===== config.mk =====
export PLATFORM = sky130hd
export DESIGN_NAME = control_temporizador_flat
export DESIGN_NICKNAME = d
export VERILOG_FILES = /design/src/rtl/control_temporizador_if.sv /design/src/rtl/control_temporizador.sv /design/src/flat_wrapper.sv
export SDC_FILE = /design/constraint.sdc
export NUM_CORES = 1
export LEC_CHECK = 0
export CORE_UTILIZATION = 51
export CTS_CLUSTER_SIZE = 12
export DETAILED_ROUTE_END_ITERATION = 12
export HOLD_SLACK_MARGIN = 0.02
export PLACE_DENSITY = 0.81
export SLEW_MARGIN = 10
export SYNTH_ARGS = -nofsm -noshare
export SYNTH_HDL_FRONTEND = slang
export SYNTH_SLANG_ARGS = --single-unit

===== constraint.sdc =====
create_clock -name clk -period 2.46 [get_ports clk]
set_input_delay 0.492 -clock clk [delete_from_list [all_inputs] [get_ports clk]]
set_output_delay 0.492 -clock clk [all_outputs]
set_load 0.01 [all_outputs]

===== src/rtl/control_temporizador_if.sv =====
// Control/status bundle between a timer client (master) and control_temporizador (slave).
interface control_temporizador_if #(
  parameter int unsigned TW = 16
);

  logic          inicio;
  logic          pausa;
  logic          cancelar;
  logic          periodico;
  logic [TW-1:0] objetivo;
  logic          tick_out;
  logic          fin;
  logic          ocupado;
  logic [TW-1:0] cuenta;
  logic [1:0]    estado;

  modport master (
    output inicio, pausa, cancelar, periodico, objetivo,
    input  tick_out, fin, ocupado, cuenta, estado
  );

  modport slave (
    input  inicio, pausa, cancelar, periodico, objetivo,
    output tick_out, fin, ocupado, cuenta, estado
  );

endinterface


===== src/rtl/control_temporizador.sv =====
// Prescaled tick timer: counts `objetivo` ticks of PRESCALE clocks each,
// in one-shot or auto-reload mode, with pause, cancel and restart.
module control_temporizador #(
  parameter int unsigned PRESCALE = 50000,
  parameter int unsigned TW       = 16
) (
  input logic                   clk,
  input logic                   reset,
  control_temporizador_if.slave bus
);

  localparam int unsigned PW = (PRESCALE > 1) ? $clog2(PRESCALE) : 1;
  localparam logic [PW-1:0] PRESC_LAST = PW'(PRESCALE - 1);

  typedef enum logic [1:0] {
    IDLE  = 2'd0,
    RUN   = 2'd1,
    PAUSA = 2'd2,
    FIN   = 2'd3
  } state_e;

  state_e        state_q, state_d;
  logic [PW-1:0] presc_q, presc_d;
  logic [TW-1:0] cuenta_q, cuenta_d;
  logic [TW-1:0] obj_q, obj_d;
  logic          per_q, per_d;
  logic          tick_q, tick_d;
  logic          fin_q, fin_d;
  logic          ocupado_q, ocupado_d;
  logic          advance;

  // State and datapath registers with synchronous reset.
  always_ff @(posedge clk) begin
    if (reset) begin
      state_q   <= IDLE;
      presc_q   <= '0;
      cuenta_q  <= '0;
      obj_q     <= '0;
      per_q     <= 1'b0;
      tick_q    <= 1'b0;
      fin_q     <= 1'b0;
      ocupado_q <= 1'b0;
    end else begin
      state_q   <= state_d;
      presc_q   <= presc_d;
      cuenta_q  <= cuenta_d;
      obj_q     <= obj_d;
      per_q     <= per_d;
      tick_q    <= tick_d;
      fin_q     <= fin_d;
      ocupado_q <= ocupado_d;
    end
  end

  // Next state: cancel beats start, start beats pause, pause beats counting.
  always_comb begin
    state_d  = state_q;
    presc_d  = presc_q;
    cuenta_d = cuenta_q;
    obj_d    = obj_q;
    per_d    = per_q;
    tick_d   = 1'b0;
    fin_d    = 1'b0;
    advance  = 1'b0;

    if (bus.cancelar) begin
      state_d  = IDLE;
      presc_d  = '0;
      cuenta_d = '0;
    end else if (bus.inicio && (bus.objetivo != '0)) begin
      // A tick falling on a restart edge is intentionally lost.
      state_d  = RUN;
      presc_d  = '0;
      cuenta_d = '0;
      obj_d    = bus.objetivo;
      per_d    = bus.periodico;
    end else begin
      case (state_q)
        RUN: begin
          if (bus.pausa) state_d = PAUSA;
          else           advance = 1'b1;
        end
        PAUSA: begin
          // The release edge already counts, so a hold of N edges delays by N.
          if (!bus.pausa) begin
            state_d = RUN;
            advance = 1'b1;
          end
        end
        IDLE:    presc_d = '0;
        default: ;
      endcase

      if (advance) begin
        if (presc_q == PRESC_LAST) begin
          presc_d = '0;
          tick_d  = 1'b1;
          if (cuenta_q == (obj_q - TW'(1))) begin
            fin_d = 1'b1;
            if (per_q) begin
              cuenta_d = '0;
            end else begin
              cuenta_d = obj_q;
              state_d  = FIN;
            end
          end else begin
            cuenta_d = cuenta_q + TW'(1);
          end
        end else begin
          presc_d = presc_q + PW'(1);
        end
      end
    end

    ocupado_d = (state_d == RUN) || (state_d == PAUSA);
  end

  assign bus.tick_out = tick_q;
  assign bus.fin      = fin_q;
  assign bus.ocupado  = ocupado_q;
  assign bus.cuenta   = cuenta_q;
  assign bus.estado   = state_q;

endmodule


===== src/flat_wrapper.sv =====
// flat-port wrapper written by rule: the top's interface ports become plain ports
module control_temporizador_flat 
#(
  parameter int unsigned PRESCALE = 50000,
  parameter int unsigned TW       = 16
)
  (clk, reset, bus_inicio, bus_pausa, bus_cancelar, bus_periodico, bus_objetivo, bus_tick_out, bus_fin, bus_ocupado, bus_cuenta, bus_estado);
  control_temporizador_if #(.TW(TW)) bus_i ();
  input logic clk;
  input logic reset;
  input wire logic [$bits(bus_i.inicio)-1:0] bus_inicio;
  input wire logic [$bits(bus_i.pausa)-1:0] bus_pausa;
  input wire logic [$bits(bus_i.cancelar)-1:0] bus_cancelar;
  input wire logic [$bits(bus_i.periodico)-1:0] bus_periodico;
  input wire logic [$bits(bus_i.objetivo)-1:0] bus_objetivo;
  output wire logic [$bits(bus_i.tick_out)-1:0] bus_tick_out;
  output wire logic [$bits(bus_i.fin)-1:0] bus_fin;
  output wire logic [$bits(bus_i.ocupado)-1:0] bus_ocupado;
  output wire logic [$bits(bus_i.cuenta)-1:0] bus_cuenta;
  output wire logic [$bits(bus_i.estado)-1:0] bus_estado;
  assign bus_i.inicio = bus_inicio;
  assign bus_i.pausa = bus_pausa;
  assign bus_i.cancelar = bus_cancelar;
  assign bus_i.periodico = bus_periodico;
  assign bus_i.objetivo = bus_objetivo;
  assign bus_tick_out = bus_i.tick_out;
  assign bus_fin = bus_i.fin;
  assign bus_ocupado = bus_i.ocupado;
  assign bus_cuenta = bus_i.cuenta;
  assign bus_estado = bus_i.estado;
  control_temporizador #(.PRESCALE(PRESCALE), .TW(TW)) u_core (.clk(clk), .reset(reset), .bus(bus_i));
endmodule

==> results.json <==
{
  "antennaDiodeCount": 0,
  "worstHoldStart": "u_core.presc_q[9]",
  "drt_pass1_iterations": 9,
  "fin_crit_ns": 2.556,
  "grt_overflow_total": 0,
  "grt_max_degree": 32,
  "skew_ns": 0.01234,
  "drv_slew": 0,
  "antenna_found_initial": 0,
  "clockBufferDepth": 2,
  "clk_pin_slew_ns": 0.11,
  "slew_headroom": 0.2753,
  "wl_per_cell_um": 18.32,
  "hold_ws_ns": 0.5506,
  "violations": "design-rule violations, negative setup slack",
  "ant_nets": 0,
  "syn_inst": 435,
  "hold_viol_final": 0,
  "fp.dieW_um": 84.07,
  "die_area_um2": 7067,
  "min_to": "u_core.presc_q[9]",
  "htreeDepth": 2,
  "fmax_ghz": 0.3912,
  "track_usage": 0.3038,
  "tritoncts": "built",
  "cp-start-kind": "flip-flop",
  "grt_pass1_wl_um": 17130,
  "r2r-start": "u_core.obj_q[2]",
  "slowest_delay_ns": 0.37,
  "core_um2": 6422,
  "dp_slack_ns": -0.2000,
  "synth_warnings": 0,
  "area_growth_pct": 36.10,
  "path_cells": "nor4_4, buf_6, nand2_1, xnor2_1, a2111oi_4, o2111ai_4, nor2_4, buf_6, and3_4, buf_6, a21o_1",
  "ir_drop_mv": 0.2367,
  "nFillCells": 453,
  "arrival_ns": 2.81,
  "route.vias.total": 3811,
  "ys_types": 61,
  "nNetsFinal": 550,
  "clock-sinks": 54,
  "async_reset_ff_frac": 0,
  "initial_core_util": 0.5348,
  "cp-end-kind": "flip-flop",
  "reg2reg_slack_ns": -0.1,
  "die_y_um": 84.07,
  "min_path_cells": 2,
  "wirelength_um": 10990,
  "yosys_register_bits": 54,
  "path_max_fanout": 8,
  "syn_area_um2": 3435,
  "clk_latency_ns": 0.31,
  "drc": 6,
  "cp_slowest_cell": "dfxtp_4",
  "tightestPinTransition_ns": 1.086,
  "viasPerCell": 6.352,
  "hold_buffers": 0,
  "drive_gt1_frac": 0.2237,
  "rr_endpoint": "u_core.bus.cuenta[4]",
  "p_leak_nw": 1.796,
  "setup_violations": 15,
  "ios": 43,
  "io_buffers": 42,
  "setup_ws_ns": -0.09635,
  "cts_root_buffer": "clkbuf_8",
  "crit_top_cell": "buf_6",
  "dp_hpwl_um": 6933,
  "gp_congestion": 0.9110,
  "worst_ep_required_time_ns": 2.71,
  "max_cap_viol_count": 0,
  "ff2ff_path_depth": 11,
  "status": "finished, violations left",
  "ys_seq_area_frac": 0.3148,
  "synth_top_flop_cell": "dfxtp_1",
  "crit_family": "simple AND/OR/NAND/NOR gates",
  "syn_area_per_cell_um2": 7.896,
  "synth_edf_count": 0,
  "rsz0062_at_grt": "true",
  "grt_pass1_vias": 3608,
  "path_class": "flip-flop to flip-flop",
  "min_period_over_period": 1.039,
  "synthesis.nets": 463,
  "first_iter_violations": 365,
  "hold_path_class": "flip-flop to flip-flop",
  "num_rows": 29,
  "crit_buf_inv": 3,
  "powerDensity_nw_per_um2": 436.4,
  "numCtsBuffers": 5
}
-- how the worst max path moves through the flow --
stage / start / endpoint / slack (ns) / cells after the start
2_1_floorplan: u_core.obj_q[3] / u_core.bus.cuenta[10] / -0.18 / 9
3_3_place_gp: u_core.obj_q[0] / u_core.bus.cuenta[13] / -0.18 / 11
3_5_place_dp: u_core.obj_q[0] / u_core.bus.cuenta[13] / -0.20 / 11
4_1_cts: u_core.obj_q[0] / u_core.bus.cuenta[11] / -0.12 / 10
5_1_grt: u_core.obj_q[11] / u_core.bus.cuenta[4] / -0.21 / 10
6_report: u_core.obj_q[2] / u_core.bus.cuenta[4] / -0.1 / 11
-- where the power goes --
part / switching, mW / internal, mW / total (mW)
combinational: 0.214 / 0.192 / 0.406
clock: 0.317 / 0.408 / 0.726
sequential: 0.0201 / 0.889 / 0.909
-- worst min-delay path, cell delays in order (launching register included) --
cell     delay [ns]
dfxtp_1        0.35
a21oi_1        0.13
nor2_1         0.04
-- routing by layer --
metal	vias up	track usage	routed length, um	share of wire
li1	1750	-	-	-
met1	1790	0.3814	4333	0.39
met2	214	0.5060	5210	0.47
met3	57	0.04748	974	0.089
met4	0	0.1505	477	0.043
met5	-	0	0	0
-- through the flow --
step	instances	TNS (ns)	utilization	power, mW	cell area (um^2)
finish	600	-0.8996	0.7278	2.040	4674
global route	600	-3.094	0.7278	2.090	4674
CTS	600	-0.9834	0.7119	1.985	4572
detailed placement	585	-3.281	0.6630	1.254	4258
global placement	585	-2.094	0.6630	1.244	4258
floorplan	435	-1.220	-	1.119	3445
-- flip-flops by register name, summed over array words and instances, names as in the netlist --
signal               count
u_core.presc_q          16
u_core.bus.estado        2
u_core.obj_q            16
u_core.bus.cuenta       16
u_core.bus.fin           1
u_core.per_q             1
u_core.bus.ocupado       1
u_core.bus.tick_out      1
-- final cells by class --
cell class,instances,area (um^2),share of cell area
repair buffers,104,928.4,0.1986
inverters,9,36.28,0.007762
flip-flops and latches,54,1094,0.2339
multi-input cells,348,2382,0.5096
well taps,77,96.34,0.02061
clock buffers,5,68.82,0.01472
clock inverters,3,68.82,0.01472
-- logic make-up after synthesis --
group,count (synthesis),share of synthesized area
AO/OA/AOI/OAI,103,0.2047
XOR/XNOR,18,0.04590
adder cells (fa/ha/maj),6,0.02186
buffers and inverters,33,0.04262
flip-flops,54,0.3148
multiplexers,25,0.07359
AND/OR/NAND/NOR,196,0.2965
-- what timing repair did --
action                                  in CTS  in global routing
endpoints found under the setup margin      18                 20
buffers inserted                             6                  1
pin swaps                                    9                 17
gates cloned                                 1                  0
resized for setup                           24                 30
-- placed cells by master, fill, tap and decap left out, types with 6 or more instances in the layout --
cell,n
nor2_1,54
nand2_1,34
buf_4,54
o21ai_0,20
nor3_1,16
nand4_1,8
nor3b_1,9
nand3_1,15
xor2_1,10
inv_1,7
and3_1,14
clkdlybuf4s50_1,42
dfxtp_1,48
nor2b_1,8
nand2b_1,6
mux2i_1,21
a31oi_1,6
buf_6,6
xnor2_1,7
a21o_1,7
a21oi_1,26
nor4_1,7
-- cells in the mapped netlist, drive strengths merged, types with 3 or more instances --
| master | number | area, um^2 |
|---|---|---|
| xnor2 | 8 | 70.07 |
| xor2 | 10 | 87.58 |
| nor2b | 9 | 56.30 |
| nor3 | 19 | 100.1 |
| and3 | 15 | 93.84 |
| nor3b | 11 | 82.58 |
| or3 | 3 | 18.77 |
| inv | 9 | 33.78 |
| clkbuf | 17 | 63.81 |
| nand2 | 34 | 127.6 |
| buf | 7 | 48.79 |
| a21oi | 29 | 145.1 |
| nand2b | 6 | 37.54 |
| a22oi | 4 | 30.03 |
| and2 | 3 | 18.77 |
| ha | 6 | 75.07 |
| nor4 | 8 | 65.06 |
| o211ai | 5 | 37.54 |
| nand3 | 15 | 75.07 |
| a31oi | 8 | 71.32 |
| dfxtp | 54 | 1081 |
| nor2 | 57 | 221.5 |
| o22ai | 6 | 37.54 |
| nand4 | 9 | 62.56 |
| a21o | 7 | 52.55 |
| mux2i | 23 | 230.2 |
| o21ai | 24 | 120.1 |
(Power assumes the default switching activity.)
